--- src/rtl/clock_mode_ctrl_if.sv ---
// Button inputs and mode-decode outputs of the clock mode controller.
// slave: controller side; master: button/display side.
interface clock_mode_ctrl_if;
    logic       mode;
    logic       set;
    logic       h1224;
    logic       clock_on;
    logic       alarm_on;
    logic       hset;
    logic       mset;
    logic       sset;
    logic       ahset;
    logic       amset;
    logic [1:0] alarm_idx;
    logic [1:0] sel;
    logic       display_mode;
    logic       fmt24;
    logic       cset_pulse;
    logic       alset_pulse;
    logic       timeout_pulse;

    modport slave (
        input  mode, set, h1224,
        output clock_on, alarm_on,
        output hset, mset, sset, ahset, amset,
        output alarm_idx, sel,
        output display_mode, fmt24,
        output cset_pulse, alset_pulse, timeout_pulse
    );

    modport master (
        output mode, set, h1224,
        input  clock_on, alarm_on,
        input  hset, mset, sset, ahset, amset,
        input  alarm_idx, sel,
        input  display_mode, fmt24,
        input  cset_pulse, alset_pulse, timeout_pulse
    );
endinterface

--- src/rtl/clock_mode_ctrl.sv ---
// Clock mode controller: button-driven mode FSM with set-state timeout.
// Define CLOCK_SECONDS_SET_EN to include the seconds-set state.
module clock_mode_ctrl #(
    parameter int NUM_ALARMS     = 2,
    parameter int TIMEOUT_CYCLES = 1000
) (
    input  logic              clk,
    input  logic              reset_n,
    clock_mode_ctrl_if.slave  bus
);

    localparam int CW = (TIMEOUT_CYCLES > 1) ? $clog2(TIMEOUT_CYCLES) : 1;
    localparam logic [CW-1:0] LIM =
        CW'((TIMEOUT_CYCLES > 0) ? TIMEOUT_CYCLES - 1 : 0);
    localparam logic [1:0] IDX_MAX = 2'(NUM_ALARMS - 1);

    typedef enum logic [3:0] {
        RUN,
        C_SET_H,
        C_SET_M,
`ifdef CLOCK_SECONDS_SET_EN
        C_SET_S,
`endif
        AL_VIEW,
        AL_SET_H,
        AL_SET_M,
        STOPWATCH,
        ALT_DISPLAY
    } state_t;

    state_t          st_q, st_d;
    logic [1:0]      idx_q, idx_d;
    logic            fmt_q, fmt_d;
    logic [CW-1:0]   cnt_q, cnt_d;
    logic            cp_q, cp_d;
    logic            ap_q, ap_d;
    logic            tp_q, tp_d;
    logic            mode_q, set_q, h_q;

    logic            mode_p, set_p, h_p, any_p;
    logic            in_cset, in_aset, in_al;
    logic            to_hit;

    assign mode_p = bus.mode  & ~mode_q;
    assign set_p  = bus.set   & ~set_q;
    assign h_p    = bus.h1224 & ~h_q;
    assign any_p  = mode_p | set_p | h_p;

`ifdef CLOCK_SECONDS_SET_EN
    assign in_cset = (st_q == C_SET_H) || (st_q == C_SET_M) ||
                     (st_q == C_SET_S);
`else
    assign in_cset = (st_q == C_SET_H) || (st_q == C_SET_M);
`endif
    assign in_aset = (st_q == AL_SET_H) || (st_q == AL_SET_M);
    assign in_al   = in_aset || (st_q == AL_VIEW);

    // Timeout fires only in edit states and only when enabled.
    assign to_hit = (TIMEOUT_CYCLES != 0) && (in_cset || in_aset) &&
                    (cnt_q == LIM);

    // Next-state: mode beats set, any press beats timeout.
    always_comb begin
        st_d  = st_q;
        idx_d = idx_q;
        fmt_d = fmt_q;
        cp_d  = 1'b0;
        ap_d  = 1'b0;
        tp_d  = 1'b0;
        if (mode_p) begin
            if (st_q == RUN || in_cset) begin
                st_d  = AL_VIEW;
                idx_d = 2'd0;
            end else if (in_al) begin
                if (idx_q < IDX_MAX) begin
                    st_d  = AL_VIEW;
                    idx_d = idx_q + 2'd1;
                end else begin
                    st_d  = STOPWATCH;
                    idx_d = 2'd0;
                end
            end else if (st_q == STOPWATCH) begin
                st_d = ALT_DISPLAY;
            end else begin
                st_d = RUN;
            end
        end else if (set_p) begin
            unique case (st_q)
                RUN:      st_d = C_SET_H;
                C_SET_H:  st_d = C_SET_M;
`ifdef CLOCK_SECONDS_SET_EN
                C_SET_M:  st_d = C_SET_S;
                C_SET_S: begin
                    st_d = RUN;
                    cp_d = 1'b1;
                end
`else
                C_SET_M: begin
                    st_d = RUN;
                    cp_d = 1'b1;
                end
`endif
                AL_VIEW:  st_d = AL_SET_H;
                AL_SET_H: st_d = AL_SET_M;
                AL_SET_M: begin
                    st_d = AL_VIEW;
                    ap_d = 1'b1;
                end
                default:  st_d = st_q;
            endcase
        end else if (to_hit && !h_p) begin
            st_d = in_cset ? RUN : AL_VIEW;
            tp_d = 1'b1;
        end
        if (h_p && st_q == RUN) begin
            fmt_d = ~fmt_q;
        end
    end

    // Inactivity counter: cleared by presses and state changes.
    always_comb begin
        cnt_d = cnt_q;
        if (any_p || st_d != st_q) begin
            cnt_d = '0;
        end else if ((in_cset || in_aset) && (TIMEOUT_CYCLES != 0) &&
                     (cnt_q != LIM)) begin
            cnt_d = cnt_q + CW'(1);
        end
    end

    // State, edge-detect and pulse registers.
    always_ff @(posedge clk or negedge reset_n) begin
        if (!reset_n) begin
            st_q   <= RUN;
            idx_q  <= 2'd0;
            fmt_q  <= 1'b1;
            cnt_q  <= '0;
            cp_q   <= 1'b0;
            ap_q   <= 1'b0;
            tp_q   <= 1'b0;
            mode_q <= 1'b0;
            set_q  <= 1'b0;
            h_q    <= 1'b0;
        end else begin
            st_q   <= st_d;
            idx_q  <= idx_d;
            fmt_q  <= fmt_d;
            cnt_q  <= cnt_d;
            cp_q   <= cp_d;
            ap_q   <= ap_d;
            tp_q   <= tp_d;
            mode_q <= bus.mode;
            set_q  <= bus.set;
            h_q    <= bus.h1224;
        end
    end

    // Output decode of the registered state.
    always_comb begin
        bus.clock_on     = 1'b0;
        bus.alarm_on     = 1'b0;
        bus.hset         = 1'b0;
        bus.mset         = 1'b0;
        bus.sset         = 1'b0;
        bus.ahset        = 1'b0;
        bus.amset        = 1'b0;
        bus.sel          = 2'b01;
        bus.display_mode = 1'b0;
        unique case (st_q)
            RUN: begin
                bus.clock_on = 1'b1;
                bus.alarm_on = 1'b1;
            end
            C_SET_H: bus.hset = 1'b1;
            C_SET_M: bus.mset = 1'b1;
`ifdef CLOCK_SECONDS_SET_EN
            C_SET_S: bus.sset = 1'b1;
`endif
            AL_VIEW: begin
                bus.clock_on = 1'b1;
                bus.alarm_on = 1'b1;
                bus.sel      = 2'b00;
            end
            AL_SET_H: begin
                bus.clock_on = 1'b1;
                bus.ahset    = 1'b1;
                bus.sel      = 2'b00;
            end
            AL_SET_M: begin
                bus.clock_on = 1'b1;
                bus.amset    = 1'b1;
                bus.sel      = 2'b00;
            end
            STOPWATCH: begin
                bus.clock_on = 1'b1;
                bus.alarm_on = 1'b1;
                bus.sel      = 2'b11;
            end
            ALT_DISPLAY: begin
                bus.clock_on     = 1'b1;
                bus.alarm_on     = 1'b1;
                bus.display_mode = 1'b1;
                bus.sel          = 2'b10;
            end
            default: bus.sel = 2'b01;
        endcase
    end

    assign bus.alarm_idx     = in_al ? idx_q : 2'd0;
    assign bus.fmt24         = fmt_q;
    assign bus.cset_pulse    = cp_q;
    assign bus.alset_pulse   = ap_q;
    assign bus.timeout_pulse = tp_q;

endmodule

--- src/flat_wrapper.sv ---
// flat-port wrapper written by rule: the top's interface ports become plain ports
module clock_mode_ctrl_flat 
#(
    parameter int NUM_ALARMS     = 2,
    parameter int TIMEOUT_CYCLES = 1000
)
  (clk, reset_n, bus_mode, bus_set, bus_h1224, bus_clock_on, bus_alarm_on, bus_hset, bus_mset, bus_sset, bus_ahset, bus_amset, bus_alarm_idx, bus_sel, bus_display_mode, bus_fmt24, bus_cset_pulse, bus_alset_pulse, bus_timeout_pulse);
  clock_mode_ctrl_if bus_i ();
  input  logic clk;
  input  logic reset_n;
  input wire logic [$bits(bus_i.mode)-1:0] bus_mode;
  input wire logic [$bits(bus_i.set)-1:0] bus_set;
  input wire logic [$bits(bus_i.h1224)-1:0] bus_h1224;
  output wire logic [$bits(bus_i.clock_on)-1:0] bus_clock_on;
  output wire logic [$bits(bus_i.alarm_on)-1:0] bus_alarm_on;
  output wire logic [$bits(bus_i.hset)-1:0] bus_hset;
  output wire logic [$bits(bus_i.mset)-1:0] bus_mset;
  output wire logic [$bits(bus_i.sset)-1:0] bus_sset;
  output wire logic [$bits(bus_i.ahset)-1:0] bus_ahset;
  output wire logic [$bits(bus_i.amset)-1:0] bus_amset;
  output wire logic [$bits(bus_i.alarm_idx)-1:0] bus_alarm_idx;
  output wire logic [$bits(bus_i.sel)-1:0] bus_sel;
  output wire logic [$bits(bus_i.display_mode)-1:0] bus_display_mode;
  output wire logic [$bits(bus_i.fmt24)-1:0] bus_fmt24;
  output wire logic [$bits(bus_i.cset_pulse)-1:0] bus_cset_pulse;
  output wire logic [$bits(bus_i.alset_pulse)-1:0] bus_alset_pulse;
  output wire logic [$bits(bus_i.timeout_pulse)-1:0] bus_timeout_pulse;
  assign bus_i.mode = bus_mode;
  assign bus_i.set = bus_set;
  assign bus_i.h1224 = bus_h1224;
  assign bus_clock_on = bus_i.clock_on;
  assign bus_alarm_on = bus_i.alarm_on;
  assign bus_hset = bus_i.hset;
  assign bus_mset = bus_i.mset;
  assign bus_sset = bus_i.sset;
  assign bus_ahset = bus_i.ahset;
  assign bus_amset = bus_i.amset;
  assign bus_alarm_idx = bus_i.alarm_idx;
  assign bus_sel = bus_i.sel;
  assign bus_display_mode = bus_i.display_mode;
  assign bus_fmt24 = bus_i.fmt24;
  assign bus_cset_pulse = bus_i.cset_pulse;
  assign bus_alset_pulse = bus_i.alset_pulse;
  assign bus_timeout_pulse = bus_i.timeout_pulse;
  clock_mode_ctrl #(.NUM_ALARMS(NUM_ALARMS), .TIMEOUT_CYCLES(TIMEOUT_CYCLES)) u_core (.clk(clk), .reset_n(reset_n), .bus(bus_i));
endmodule
--- config.mk ---
export PLATFORM = sky130hd
export DESIGN_NAME = clock_mode_ctrl_flat
export DESIGN_NICKNAME = d
export VERILOG_FILES = /design/src/rtl/clock_mode_ctrl_if.sv /design/src/rtl/clock_mode_ctrl.sv /design/src/flat_wrapper.sv
export SDC_FILE = /design/constraint.sdc
export NUM_CORES = 1
export LEC_CHECK = 0
export CAP_MARGIN = 20
export CORE_UTILIZATION = 45
export DETAILED_ROUTE_END_ITERATION = 16
export GPL_ROUTABILITY_DRIVEN = 0
export MAX_ROUTING_LAYER = met4
export PLACE_DENSITY = 0.73
export SLEW_MARGIN = 20
export SYNTH_ARGS = -nofsm -noshare
export SYNTH_HDL_FRONTEND = slang
export SYNTH_SLANG_ARGS = --single-unit
--- constraint.sdc ---
create_clock -name clk -period 1.85 [get_ports clk]
set_input_delay 0.555 -clock clk [delete_from_list [all_inputs] [get_ports clk]]
set_output_delay 0.555 -clock clk [all_outputs]
set_load 0.02 [all_outputs]
## Yosys cells after proc, flatten, opt, wreduce, memory -nomap -nowiden

Index checks and enable logic that the tools add are counted.

- Register bits: 23
- Latch bits: 0
- Bits in writable memories: 0
- Memory bits (read-only): 0
- Input port bits: 5
- Output and inout bits: 16
- Word-level logic and storage cells: 80
- Memories kept: 0

- Add/subtract/negate cells: 2
- Multipliers: 0
- Div/mod/pow operators: 0
- $lt $le $gt $ge: 1
- Equality and inequality tests: 10
- Shift-type cells: 0
- Mux-type cells: 30
- Bitwise logic cells: 9
- Reduce and logical (&&, ||, !) cells: 18

Operators by type and width:

| kind | number |
|---|---|
| case mux 4 bit (6 select lines) | 1 |
| two-way mux 10 bit | 2 |
| two-way mux 4 bit | 5 |
| equality test 4 x 3 -> 1 bit (second input constant) | 4 |
| two-way mux 1 bit | 14 |
| adder 10 x 1 -> 10 bit (second input constant) | 1 |
| equality test 10 bit (second input constant) | 1 |
| two-way mux 2 bit | 5 |
| inequality test 10 bit (second input constant) | 1 |
| equality test 4 x 2 -> 1 bit (second input constant) | 2 |
| logical OR 1 bit | 6 |
| two-way mux 3 bit | 2 |
| case mux 2 bit (3 select lines) | 1 |
| OR reduction 6 bit | 1 |
| equality test 4 x 1 -> 1 bit (second input constant) | 1 |
| logical AND 1 bit | 4 |
| logical NOT 4 bit | 1 |
| inequality test 4 bit | 1 |
| inverter 1 bit | 4 |
| nonzero test 2 bit | 2 |
| OR reduction 4 bit | 1 |
| bitwise AND 1 bit | 3 |
| OR reduction 3 bit | 1 |
| adder 2 x 1 -> 2 bit (second input constant) | 1 |
| other kinds (4) | 5 |

## Logic depth before layout (Yosys ltp)

- Word-level depth: 11
- Gate-level depth with buffers: 7
- Mapped depth without buffers: 6

## Worst setup path after synthesis

OpenSTA, ideal clock, no wires.

- Kind: register to output
- From: register u_core.st_q[3]
- To: output bus_ahset
- Data arrival time: 1,263 ps
- Data required time: 1,295 ps
- Path slack: 32 ps
- Stages on the path, launching flop included: 4
- Path buffers: 1
- Cells stage by stage: dfrtp_1 -> clkbuf_1 -> nand2b_1 -> nor3_1

- Word-level cells in the longest chain between the ends: 2

RTL lines:

| element | line | source |
|---|---|---|
| from (decl) | clock_mode_ctrl.sv:31 | `state_t st_q, st_d;` |
| from (signal assigned) | clock_mode_ctrl.sv:145 | `st_q <= st_d;` |
| equality test 4 x 3 -> 1 bit | clock_mode_ctrl.sv:169 | `unique case (st_q)` |
| two-way mux 1 bit | clock_mode_ctrl.sv:169 |  |
| to (decl) | flat_wrapper.sv:19 | `output wire logic [$bits(bus_i.ahset)-1:0] bus_ahset;` |

Every way passes these cells.

## Worst setup path after layout

- From: register u_core.st_q[1]
- To: output bus_sel[0]

- Word-level cells in the longest chain between the ends: 3
- Elaborated cells on any way between the ends: 7
- Classes of those cells: 5 x eq/ne; 1 x mux; 1 x reduce/logical

RTL lines:

| element | line | source |
|---|---|---|
| equality test 4 x 2 -> 1 bit / equality test 4 x 3 -> 1 bit (equally long branches) | clock_mode_ctrl.sv:169 |  |
| OR reduction 3 bit (no line) | -- |  |
| case mux 2 bit (3 select lines) (*) | clock_mode_ctrl.sv:169 |  |
| to (decl) | flat_wrapper.sv:22 | `output wire logic [$bits(bus_i.sel)-1:0] bus_sel;` |

Mark *: on every way between the ends. The rest lies on a longest branch, timed or not.

==> out/summary.txt <==
Final worst path period share: 1.064
# clock sinks: 23
Largest register by flop count: u_core.cnt_q
CP Launch Type: flip-flop
Max reg flops: 10
TritonCTS clock tree: yes
Area leader, netlist: dfrtp_1
Htree depth: 1
Worst vdd ir: 958.2 µV
Pint: 1.475 mW
Max Buffers Root-to-Sink: 2
Die area: 3252 µm²
Vias: 1287
Clk Latency, worst-skew pair: 320 ps
Post-synthesis simple-gate area fraction: 0.2801
Total CTS buffers: 3
Initial Util: 0.4857
Setup WS post-layout: -118.2 ps
Primary FF master, synth: dfrtp_1
Final setup violation count: 9
DP Wirelength: 2401 µm
Xor/xnor share of the synthesized area: 0.06428
Ranking of synthesized cells by area: dfrtp_1 (40%), nor2_1 (6.3%), xor2_1 (4.5%), nand2_1 (2.8%), and3_1 (2.3%)
Adder-Cell Fraction of Synth Area: 0.01837
Post-synth EDFFs: 0
Most common library cells after synthesis: nor2_1 (23), dfrtp_1 (22), nand2_1 (10)
Fin cells: 231
Root Driver: clkbuf_4
LEAKAGE: 0.9431 nW
WL/cell: 15.09 µm
Syn_nets: 155
Synth unique cells: 47
Ant. Diodes: 0
Switching power: 1.132 mW
Final #Nets: 208
Initial antenna violation count: 0
Mux cell area share after synthesis: 0.02204
Yosys reg bits: 23
Core area: 2805 µm²
Mapped Area: 1363 µm²
Clock-pin slew on the worst setup and hold paths: 130 ps
Main combinational cell family by area after synthesis: simple AND/OR/NAND/NOR gates
Inst Count DP: 221
First-pass GRT wire length: 5540 µm
Failing checks: setup timing
Syn. warnings: 0
Initial drt markers: 43
Worst EP arrival: 1410 ps
Synth Instances: 148
Placed Area: 1782 µm²
Max Cap Viol: 0
Chip Width: 57.03 µm
Top-count cell post-synth: nor2_1
DRC viols: 0
Layout area overhead: 40.50%
Synth Area per Inst: 9.206 µm²
Final Instance Area: 1914 µm²
Global Route Usage Sum: 0.2248
Final min period: 1968 ps
Ports: 21
Min-Delay Path Class: reg -> reg
Setup Crit Path Kind: reg -> out
Final Skew: 2.593 ps
DRT Pass-1 Iters: 4
FMAX: 508.1 MHz
Largest net degree at the start of global routing: 24
Total gr overflow: 0
Power Density: 1362 nW/µm²
Post-route antenna net violation count: 0
Cell Rows: 19
Sequential cell area fraction in the yosys report: 0.4233
Combinational power share: 0.641
Sw Ratio: 0.4341
Fillers: 234
Clock power share: 0.095
Fin. Hold Viols: 0
Share of the synthesized area in the top cell type: 0.4040
Total power: 2.607 mW
Vias in the first global route: 1254
Fin. max-slew vios: 0
CP required: 1290 ps
Setup crit end kind: output pin
Share of post-route cells with drive strength above 1: 0.3950
Unrepaired setup endpoints after global routing: yes
Biggest regs: u_core.cnt_q: 10 flops, u_core.st_q: 4 flops, u_core.idx_q: 2 flops
Vias/cell: 5.571
Ys async rst share: 1.000
Die Height: 57.03 µm
Complex-gate fraction of the synthesized area: 0.1359
Drt total wl: 3485 µm
Status: finished, violations left
I/O Buffers: 19
Flop pwr share: 0.264
CP max FO: 5
## kinds of logic (layout without fill, tap and decap cells)
family,count (synthesis),in the layout
DFF,23,23
AOI/OAI and AO/OA,25,25
xor gates and xnor gates,10,10
other,1,1
buffers and inverters,14,65
adders and majority gates,2,2
muxes,3,3
and+or+nand+nor,70,71
## cell type report
cell class | instances | area, µm² | share of cell area
well taps | 31 | 38.79 | 0.02026
flip-flops and latches | 23 | 579.3 | 0.3026
repair buffers | 57 | 460.4 | 0.2405
inverters | 4 | 15.01 | 0.007843
multi-input cells | 112 | 794.5 | 0.4150
clock buffers | 4 | 26.28 | 0.01373
## layer usage
layer	up-vias	part of all wire	global-route usage
li1	621	-	-
met1	621	0.44	0.2738
met2	37	0.50	0.3832
met3	8	0.041	0.03175
met4	0	0.016	0.07666
met5	-	0	-
## power by group through the flow
stage | clock, mW | sequential (mW) | combinational [mW]
global route | 0.260 | 0.701 | 1.80
floorplan | 0 | 0.668 | 0.936
finish | 0.247 | 0.688 | 1.67
CTS | 0.242 | 0.684 | 1.53
global placement | 0 | 0.676 | 1.51
detailed placement | 0 | 0.683 | 1.54
## critical path, cell delays in order, from the launching register on
cell and delay, ps:
dfrtp_1 440, buf_4 150, mux2i_1 130, or2_4 240
buf_6 130
## what timing repair did
action,4_1_cts,5_1_grt
resized for setup,55,23
cloned,0,1
hold buffers,0,0
endpoints found under the setup margin,15,26
endpoints found under the hold margin,0,0
setup buffers,1,4
pin swaps,5,4
## stage by stage
stage | utilization | TNS, ps | worst slack, ps | hold slack [ps]
floorplan | - | 0 | 31.54 | 259.4
global placement | 0.6351 | -1572 | -161.1 | 460.8
detailed placement | 0.6351 | -2179 | -171.3 | 494.5
CTS | 0.6485 | -834.5 | -196.3 | 523.8
global route | 0.6824 | -1445 | -153.6 | 542.0
finish | 0.6824 | -732.2 | -118.2 | 517.6
## worst paths after layout
kind | start | end | slack, ps | depth (start not counted)
max | u_core.st_q[1]$_DFF_PN0_ | bus_sel[0] | -120 | 4
max in group asynchronous | reset_n | u_core.bus.fmt24$_DFFE_PN1P_ | 1010 | 2
min | u_core.idx_q[0]$_DFFE_PN0P_ | u_core.idx_q[0]$_DFFE_PN0P_ | 520 | 1
min in group asynchronous | reset_n | u_core.cnt_q[7]$_DFFE_PN0P_ | 560 | 2
min reg2reg | u_core.idx_q[0]$_DFFE_PN0P_ | u_core.idx_q[0]$_DFFE_PN0P_ | 520 | 1
max reg2reg | u_core.st_q[2]$_DFF_PN0_ | u_core.cnt_q[1]$_DFFE_PN0P_ | 10 | 7
## cell usage in the layout, fill, tap and decap left out, types with 3 or more instances in the layout
| cell type | count |
|---|---|
| and3_1 | 4 |
| clkdlybuf4s50_1 | 5 |
| nor2_2 | 4 |
| nand4_1 | 5 |
| nand2_1 | 9 |
| buf_4 | 40 |
| dfrtp_1 | 20 |
| clkbuf_4 | 3 |
| nand2b_1 | 3 |
| nor3_1 | 4 |
| xor2_1 | 7 |
| buf_6 | 4 |
| mux2i_1 | 3 |
| a21oi_1 | 5 |
| nor2_1 | 19 |
| inv_1 | 4 |
| buf_2 | 4 |
| a31oi_1 | 3 |
No activity file was read; power rests on OpenSTA's default activity.
